<file path="config.mk">
export PLATFORM = sky130hd
export DESIGN_NAME = nios_custom_dma_read_master_flat
export DESIGN_NICKNAME = d
export VERILOG_FILES = /design/src/rtl/nios_custom_dma_read_master_if.sv /design/src/rtl/nios_custom_dma_read_master.sv /design/src/flat_wrapper.sv
export SDC_FILE = /design/constraint.sdc
export NUM_CORES = 1
export LEC_CHECK = 0
export BUFFER_PORTS_ARGS = -buffer_cell sky130_fd_sc_hd__buf_2
export CAP_MARGIN = 40
export CORE_MARGIN = 1
export CORE_UTILIZATION = 28
export CTS_CLUSTER_DIAMETER = 200
export DETAILED_ROUTE_END_ITERATION = 6
export SLEW_MARGIN = 5
export SYNTH_ARGS = -nofsm -noshare
export SYNTH_HDL_FRONTEND = slang
export SYNTH_SLANG_ARGS = --single-unit
export TNS_END_PERCENT = 100
</file>
<file path="constraint.sdc">
create_clock -name clk -period 4.8 [get_ports clk]
set_input_delay 0.48 -clock clk [delete_from_list [all_inputs] [get_ports clk]]
set_output_delay 0.48 -clock clk [all_outputs]
set_load 0.1 [all_outputs]
</file>
<file path="src/rtl/nios_custom_dma_read_master_if.sv">
// rtl/nios_custom_dma_read_master_if.sv - control, Avalon-MM read and Avalon-ST source signals of the DMA read master
interface nios_custom_dma_read_master_if #(
    parameter int DATA_W = 32,
    parameter int ADDR_W = 32,
    parameter int LEN_W  = 16
);
    logic                  ctrl_start;
    logic [ADDR_W-1:0]     ctrl_src_addr;
    logic [LEN_W-1:0]      ctrl_len_words;
    logic                  ctrl_busy;
    logic                  ctrl_done;

    logic [ADDR_W-1:0]     m_address;
    logic                  m_read;
    logic [DATA_W/8-1:0]   m_byteenable;
    logic                  m_waitrequest;
    logic [DATA_W-1:0]     m_readdata;
    logic                  m_readdatavalid;

    logic [DATA_W-1:0]     st_data;
    logic                  st_valid;
    logic                  st_ready;
    logic                  st_sop;
    logic                  st_eop;

    modport master (
        input  ctrl_start, ctrl_src_addr, ctrl_len_words,
        input  m_waitrequest, m_readdata, m_readdatavalid, st_ready,
        output ctrl_busy, ctrl_done, m_address, m_read, m_byteenable,
        output st_data, st_valid, st_sop, st_eop
    );

    modport slave (
        output ctrl_start, ctrl_src_addr, ctrl_len_words,
        output m_waitrequest, m_readdata, m_readdatavalid, st_ready,
        input  ctrl_busy, ctrl_done, m_address, m_read, m_byteenable,
        input  st_data, st_valid, st_sop, st_eop
    );
endinterface

</file>
<file path="src/rtl/nios_custom_dma_read_master.sv">
// rtl/nios_custom_dma_read_master.sv - pipelined Avalon-MM block reader feeding a framed Avalon-ST source via a credit-limited FIFO
module nios_custom_dma_read_master #(
    parameter int DATA_W     = 32,
    parameter int ADDR_W     = 32,
    parameter int LEN_W      = 16,
    parameter int FIFO_DEPTH = 16,
    parameter int FIFO_AW    = 4
) (
    input  logic clk,
    input  logic reset,
    nios_custom_dma_read_master_if.master bus
);
    localparam int CW = FIFO_AW + 1;
    localparam int SW = FIFO_AW + 2;

    typedef enum logic [1:0] {S_IDLE, S_READ, S_DRAIN} state_t;

    state_t            state_q, state_d;
    logic [ADDR_W-1:0] addr_q;
    logic [LEN_W-1:0]  len_q;
    logic [LEN_W-1:0]  issue_left;
    logic [LEN_W-1:0]  beat_cnt;
    logic [CW-1:0]     outstanding;
    logic [CW-1:0]     fifo_count;
    logic [FIFO_AW-1:0] wr_ptr, rd_ptr;
    logic [DATA_W-1:0] mem [FIFO_DEPTH];
    logic              done_q;

    logic start_ok, start_run, start_zero;
    logic credit_ok, issue, accept, push, pop, finished;

    assign start_ok   = bus.ctrl_start && (state_q == S_IDLE);
    assign start_run  = start_ok && (bus.ctrl_len_words != '0);
    assign start_zero = start_ok && (bus.ctrl_len_words == '0);

    // Reads in flight plus words already buffered may never exceed the FIFO,
    // so responses can always be accepted without backpressure.
    assign credit_ok = (SW'(outstanding) + SW'(fifo_count)) < SW'(FIFO_DEPTH);
    assign issue     = (state_q == S_READ) && (issue_left != '0) && credit_ok;
    assign accept    = issue && !bus.m_waitrequest;
    assign push      = bus.m_readdatavalid && (state_q != S_IDLE);
    assign pop       = bus.st_valid && bus.st_ready;
    assign finished  = (state_q == S_DRAIN) && (outstanding == '0) && (beat_cnt == len_q);

    always_comb begin
        state_d = state_q;
        case (state_q)
            S_IDLE:  if (start_run) state_d = S_READ;
            S_READ:  if (accept && (issue_left == LEN_W'(1))) state_d = S_DRAIN;
            S_DRAIN: if (finished) state_d = S_IDLE;
            default: state_d = S_IDLE;
        endcase
    end

    always_ff @(posedge clk) begin
        if (reset) begin
            state_q     <= S_IDLE;
            addr_q      <= '0;
            len_q       <= '0;
            issue_left  <= '0;
            beat_cnt    <= '0;
            outstanding <= '0;
            fifo_count  <= '0;
            wr_ptr      <= '0;
            rd_ptr      <= '0;
            done_q      <= 1'b0;
        end else begin
            state_q <= state_d;
            done_q  <= finished || start_zero;

            if (start_run) begin
                addr_q     <= {bus.ctrl_src_addr[ADDR_W-1:2], 2'b00};
                len_q      <= bus.ctrl_len_words;
                issue_left <= bus.ctrl_len_words;
                beat_cnt   <= '0;
            end else if (accept) begin
                addr_q     <= addr_q + ADDR_W'(4);
                issue_left <= issue_left - LEN_W'(1);
            end

            outstanding <= outstanding + CW'(accept) - CW'(push);

            if (push) wr_ptr <= wr_ptr + FIFO_AW'(1);
            if (pop) begin
                rd_ptr   <= rd_ptr + FIFO_AW'(1);
                beat_cnt <= beat_cnt + LEN_W'(1);
            end

            case ({push, pop})
                2'b10:   fifo_count <= fifo_count + CW'(1);
                2'b01:   fifo_count <= fifo_count - CW'(1);
                default: fifo_count <= fifo_count;
            endcase
        end
    end

    always_ff @(posedge clk) begin
        if (push) mem[wr_ptr] <= bus.m_readdata;
    end

    assign bus.ctrl_busy    = (state_q != S_IDLE);
    assign bus.ctrl_done    = done_q;
    assign bus.m_address    = addr_q;
    assign bus.m_read       = issue;
    assign bus.m_byteenable = '1;
    assign bus.st_valid     = (fifo_count != '0);
    assign bus.st_data      = mem[rd_ptr];
    assign bus.st_sop       = bus.st_valid && (beat_cnt == '0);
    assign bus.st_eop       = bus.st_valid && (beat_cnt == len_q - LEN_W'(1));
endmodule

</file>
<file path="src/flat_wrapper.sv">
// flat-port wrapper written by rule: the top's interface ports become plain ports
module nios_custom_dma_read_master_flat 
#(
    parameter int DATA_W     = 32,
    parameter int ADDR_W     = 32,
    parameter int LEN_W      = 16,
    parameter int FIFO_DEPTH = 16,
    parameter int FIFO_AW    = 4
)
  (clk, reset, bus_ctrl_start, bus_ctrl_src_addr, bus_ctrl_len_words, bus_m_waitrequest, bus_m_readdata, bus_m_readdatavalid, bus_st_ready, bus_ctrl_busy, bus_ctrl_done, bus_m_address, bus_m_read, bus_m_byteenable, bus_st_data, bus_st_valid, bus_st_sop, bus_st_eop);
  nios_custom_dma_read_master_if #(.DATA_W(DATA_W), .ADDR_W(ADDR_W), .LEN_W(LEN_W)) bus_i ();
  input  logic clk;
  input  logic reset;
  input wire logic [$bits(bus_i.ctrl_start)-1:0] bus_ctrl_start;
  input wire logic [$bits(bus_i.ctrl_src_addr)-1:0] bus_ctrl_src_addr;
  input wire logic [$bits(bus_i.ctrl_len_words)-1:0] bus_ctrl_len_words;
  input wire logic [$bits(bus_i.m_waitrequest)-1:0] bus_m_waitrequest;
  input wire logic [$bits(bus_i.m_readdata)-1:0] bus_m_readdata;
  input wire logic [$bits(bus_i.m_readdatavalid)-1:0] bus_m_readdatavalid;
  input wire logic [$bits(bus_i.st_ready)-1:0] bus_st_ready;
  output wire logic [$bits(bus_i.ctrl_busy)-1:0] bus_ctrl_busy;
  output wire logic [$bits(bus_i.ctrl_done)-1:0] bus_ctrl_done;
  output wire logic [$bits(bus_i.m_address)-1:0] bus_m_address;
  output wire logic [$bits(bus_i.m_read)-1:0] bus_m_read;
  output wire logic [$bits(bus_i.m_byteenable)-1:0] bus_m_byteenable;
  output wire logic [$bits(bus_i.st_data)-1:0] bus_st_data;
  output wire logic [$bits(bus_i.st_valid)-1:0] bus_st_valid;
  output wire logic [$bits(bus_i.st_sop)-1:0] bus_st_sop;
  output wire logic [$bits(bus_i.st_eop)-1:0] bus_st_eop;
  assign bus_i.ctrl_start = bus_ctrl_start;
  assign bus_i.ctrl_src_addr = bus_ctrl_src_addr;
  assign bus_i.ctrl_len_words = bus_ctrl_len_words;
  assign bus_i.m_waitrequest = bus_m_waitrequest;
  assign bus_i.m_readdata = bus_m_readdata;
  assign bus_i.m_readdatavalid = bus_m_readdatavalid;
  assign bus_i.st_ready = bus_st_ready;
  assign bus_ctrl_busy = bus_i.ctrl_busy;
  assign bus_ctrl_done = bus_i.ctrl_done;
  assign bus_m_address = bus_i.m_address;
  assign bus_m_read = bus_i.m_read;
  assign bus_m_byteenable = bus_i.m_byteenable;
  assign bus_st_data = bus_i.st_data;
  assign bus_st_valid = bus_i.st_valid;
  assign bus_st_sop = bus_i.st_sop;
  assign bus_st_eop = bus_i.st_eop;
  nios_custom_dma_read_master #(.DATA_W(DATA_W), .ADDR_W(ADDR_W), .LEN_W(LEN_W), .FIFO_DEPTH(FIFO_DEPTH), .FIFO_AW(FIFO_AW)) u_core (.clk(clk), .reset(reset), .bus(bus_i));
endmodule
</file>
==> run metrics <==
status=finished with violations; failing checks=DRC; CTS tree=built; placed cell count=roughly 2800; clock buffer depth=3; Worst-Margin Slew=0.8640 ns; Routed WL=slightly below 60 mm; count leader, synth=edfxtp_1; CTS Root Cell=clkbuf_16; Tmin final=~3.8 ns; # diodes=0; slowest stage delay, CP=slightly above 0.6 ns; Die W=roughly 300 µm; critical path, cell by cell=nor4_2 -> nand4_1 -> mux2_2 -> mux2i_1 -> a32oi_1 -> nor4b_2 -> buf_2; Cells after Synth=around 1500; RR Endpoint=u_core.bus.m_address[30]; largest net degree at the start of global routing=between 60 and 70; Slew HR=a little over two fifths; initial antenna violation count=6; critical-path maximum fanout=8; Hold Fails Final Rpt=0; ys flop type=edfxtp_1; Leak Pwr=around 9.3 nW; Via density=4.900; hold path endpoint=u_core.bus.m_address[24]; sequential area share after synthesis=~70%; WHS=around 0.13 ns; Setup Buffers After CTS=0; worst vdd ir=approximately 0.37 mV; Worst Setup End Kind=output pin; FP Rows=109; Synth Cell Area=25080 µm²; vias=~14000; total die area=~91000 µm²; WP data required=4.32 ns; TritonCTS Buffers=69; Finished Cell Area=about 30000 µm²; worst hold stages=3; Clock transition at path regs=roughly 0.060 ns; DR WL/cell=20.31 µm; Syn-to-layout area delta=18.27%; total core area=roughly 90000 µm²; dpl hpwl=between 30 and 40 mm; Crit Path Class=flop to output pin; reg-to-reg slack, setup=about 1.5 ns; CTS H-tree depth=3; Post-synth EDFFs=~510; Place WS=~1.6 ns; layout cells sized above 1=27.63%; Yosys cell types=58; Setup TNS=0 ns; worst min-delay path class=primary input to flop; TritonCTS Sinks=slightly above 600; Finished Layout Cells=around 2900; R2R Path Start=u_core.fifo_count[4]; Syn. warnings=0; CP Launch Type=flop; Final GP Congestion=between 0.7 and 0.8; first-pass GRT wire length=slightly below 90 mm; placed cell area=~27000 µm²; FF+latch count, synth=between 600 and 700; number of global-route vias before repair=roughly 15000; Setup Skew=around 0.045 ns; ANT nets after route=0; list of most frequent post-synthesis cells=edfxtp_1 (512), mux4_2 (160), dfxtp_1 (103); GRT Total Usage=between 10% and 20%; initial core utilization=28.33%; Top Ports=160; MaxCap Viol Count=0; final worst-path cycle share=roughly four fifths; CP arrival=around 3.3 ns; Async S/R FF share, synth=0%; final-report setup violation count=0; total grt overflow=0; synthesized area per cell=approximately 17 µm²; # DRC=18; CTS Hold Bufs=0; Max Freq=about 260 MHz; Power Dens Cells=472.2 nW/µm²; height of the die=301.3 µm; synth top area cells=edfxtp_1 (61%), mux4_2 (14%), dfxtp_1 (8.2%); RSZ-0062 raised after global routing=no; First DRT Iteration DRCs=approximately 1000; Synth top area share=approximately three fifths; FF-to-FF path depth=9; Max stage delay cell, worst path=nor4_2; post-cts gate resize count=0; post-synth top area cell=edfxtp_1; Net count, final=1775; max-slew violation count=0; Clock Latency Late Sink=between 0.6 and 0.7 ns; Worst Hold Launch=bus_ctrl_src_addr[24]; Port Buffers=about 150; drt pass-1 iters=7; final setup margin=around 0.99 ns
## worst max-delay path, delay by kind of cell (launching register included)
kind / cells / cell delay (ns)
flops: 1 / 0.39
compound gates: 1 / 0.08
simple gates: 3 / 1.28
buf+inv: 1 / 0.50
mux: 2 / 0.48
## cell type report
| type | count | area [µm²] |
|---|---|---|
| fillers | 8393 | 58850 |
| flip-flops and latches | 615 | 17450 |
| multi-input cells | 752 | 7286 |
| clock buffers | 95 | 1926 |
| well taps | 1165 | 1458 |
| repair buffers | 190 | 1166 |
| clock inverters | 22 | 249.0 |
| inverters | 34 | 127.6 |
## worst max-delay path by stage
stage	start	endpoint	slack [ns]
after floorplan	u_core.state_q[0]	u_core.mem[3][0]	0.65
after global placement	flop	bus_st_data[24]	1.58
after detailed placement	u_core.fifo_count[4]	u_core.bus.m_address[30]	1.55
after CTS	flop	bus_st_data[24]	0.88
after global routing	u_core.len_q[2]	bus_st_eop	0.81
final	u_core.len_q[2]	bus_st_eop	0.99
## state kept, by name (all words and copies together), names as in the netlist, named ones only
name / flops
u_core.wr_ptr: 4
u_core.outstanding: 5
u_core.len_q: 16
u_core.beat_cnt: 16
u_core.bus.m_address: 30
u_core.bus.ctrl_done: 1
u_core.state_q: 2
u_core.issue_left: 16
u_core.mem: 512
u_core.fifo_count: 5
u_core.rd_ptr: 4
## per-layer routing
| metal | part of all wire, % | up-vias | global-route usage, % | wire (µm) |
|---|---|---|---|---|
| li1 | - | 6251 | - | - |
| met1 | 42 | 7299 | 16.21 | 24680 |
| met2 | 50 | 420 | 21.97 | 29120 |
| met3 | 5.6 | 100 | 2.709 | 3263 |
| met4 | 2.1 | 8 | 3.771 | 1252 |
| met5 | 0.082 | - | 0 | 48 |
## per-stage QoR
stage | power (mW) | util [%]
global route | 14.54 | 33.51
CTS | 14.19 | 33.51
floorplan | 8.484 | -
detailed placement | 9.140 | 31.05
global placement | 9.086 | 30.92
finish | 14.00 | 33.51
## placed cells by master, fill, tap and decap left out, types with 25 or more instances in the layout
master / netlist / routed
xnor2_1: 27 / 27
buf_2: 4 / 150
clkbuf_16: 0 / 70
mux4_2: 160 / 160
edfxtp_1: 512 / 512
inv_1: 32 / 32
dfxtp_1: 103 / 99
nand4_1: 25 / 25
buf_4: 8 / 32
nor2_1: 90 / 78
nand3_1: 32 / 31
a21oi_1: 57 / 57
nand2_1: 93 / 93
ha_1: 25 / 25
## power by group
group          switching, mW  leakage, nW  total [mW]  internal, mW
combinational           1.90         2.85        2.92          1.03
clock                   2.13         1.04        5.01          2.89
sequential             0.187         5.45        6.07          5.88
total                   4.21         9.34        14.0          9.79
## kinds of logic (layout without fill, tap and decap cells)
family | Yosys count | in the layout | share of synthesized area [%]
AOI/OAI and AO/OA | 163 | 163 | 4.106
xor gates and xnor gates | 49 | 49 | 1.711
adders and majority gates | 27 | 27 | 1.407
buffers and inverters | 120 | 341 | 1.966
DFF | 615 | 615 | 69.53
muxes | 165 | 165 | 14.58
other | 2 | 6 | 0.02995
and+or+nand+nor | 342 | 342 | 6.661
Power figures use the tool's default switching activity.
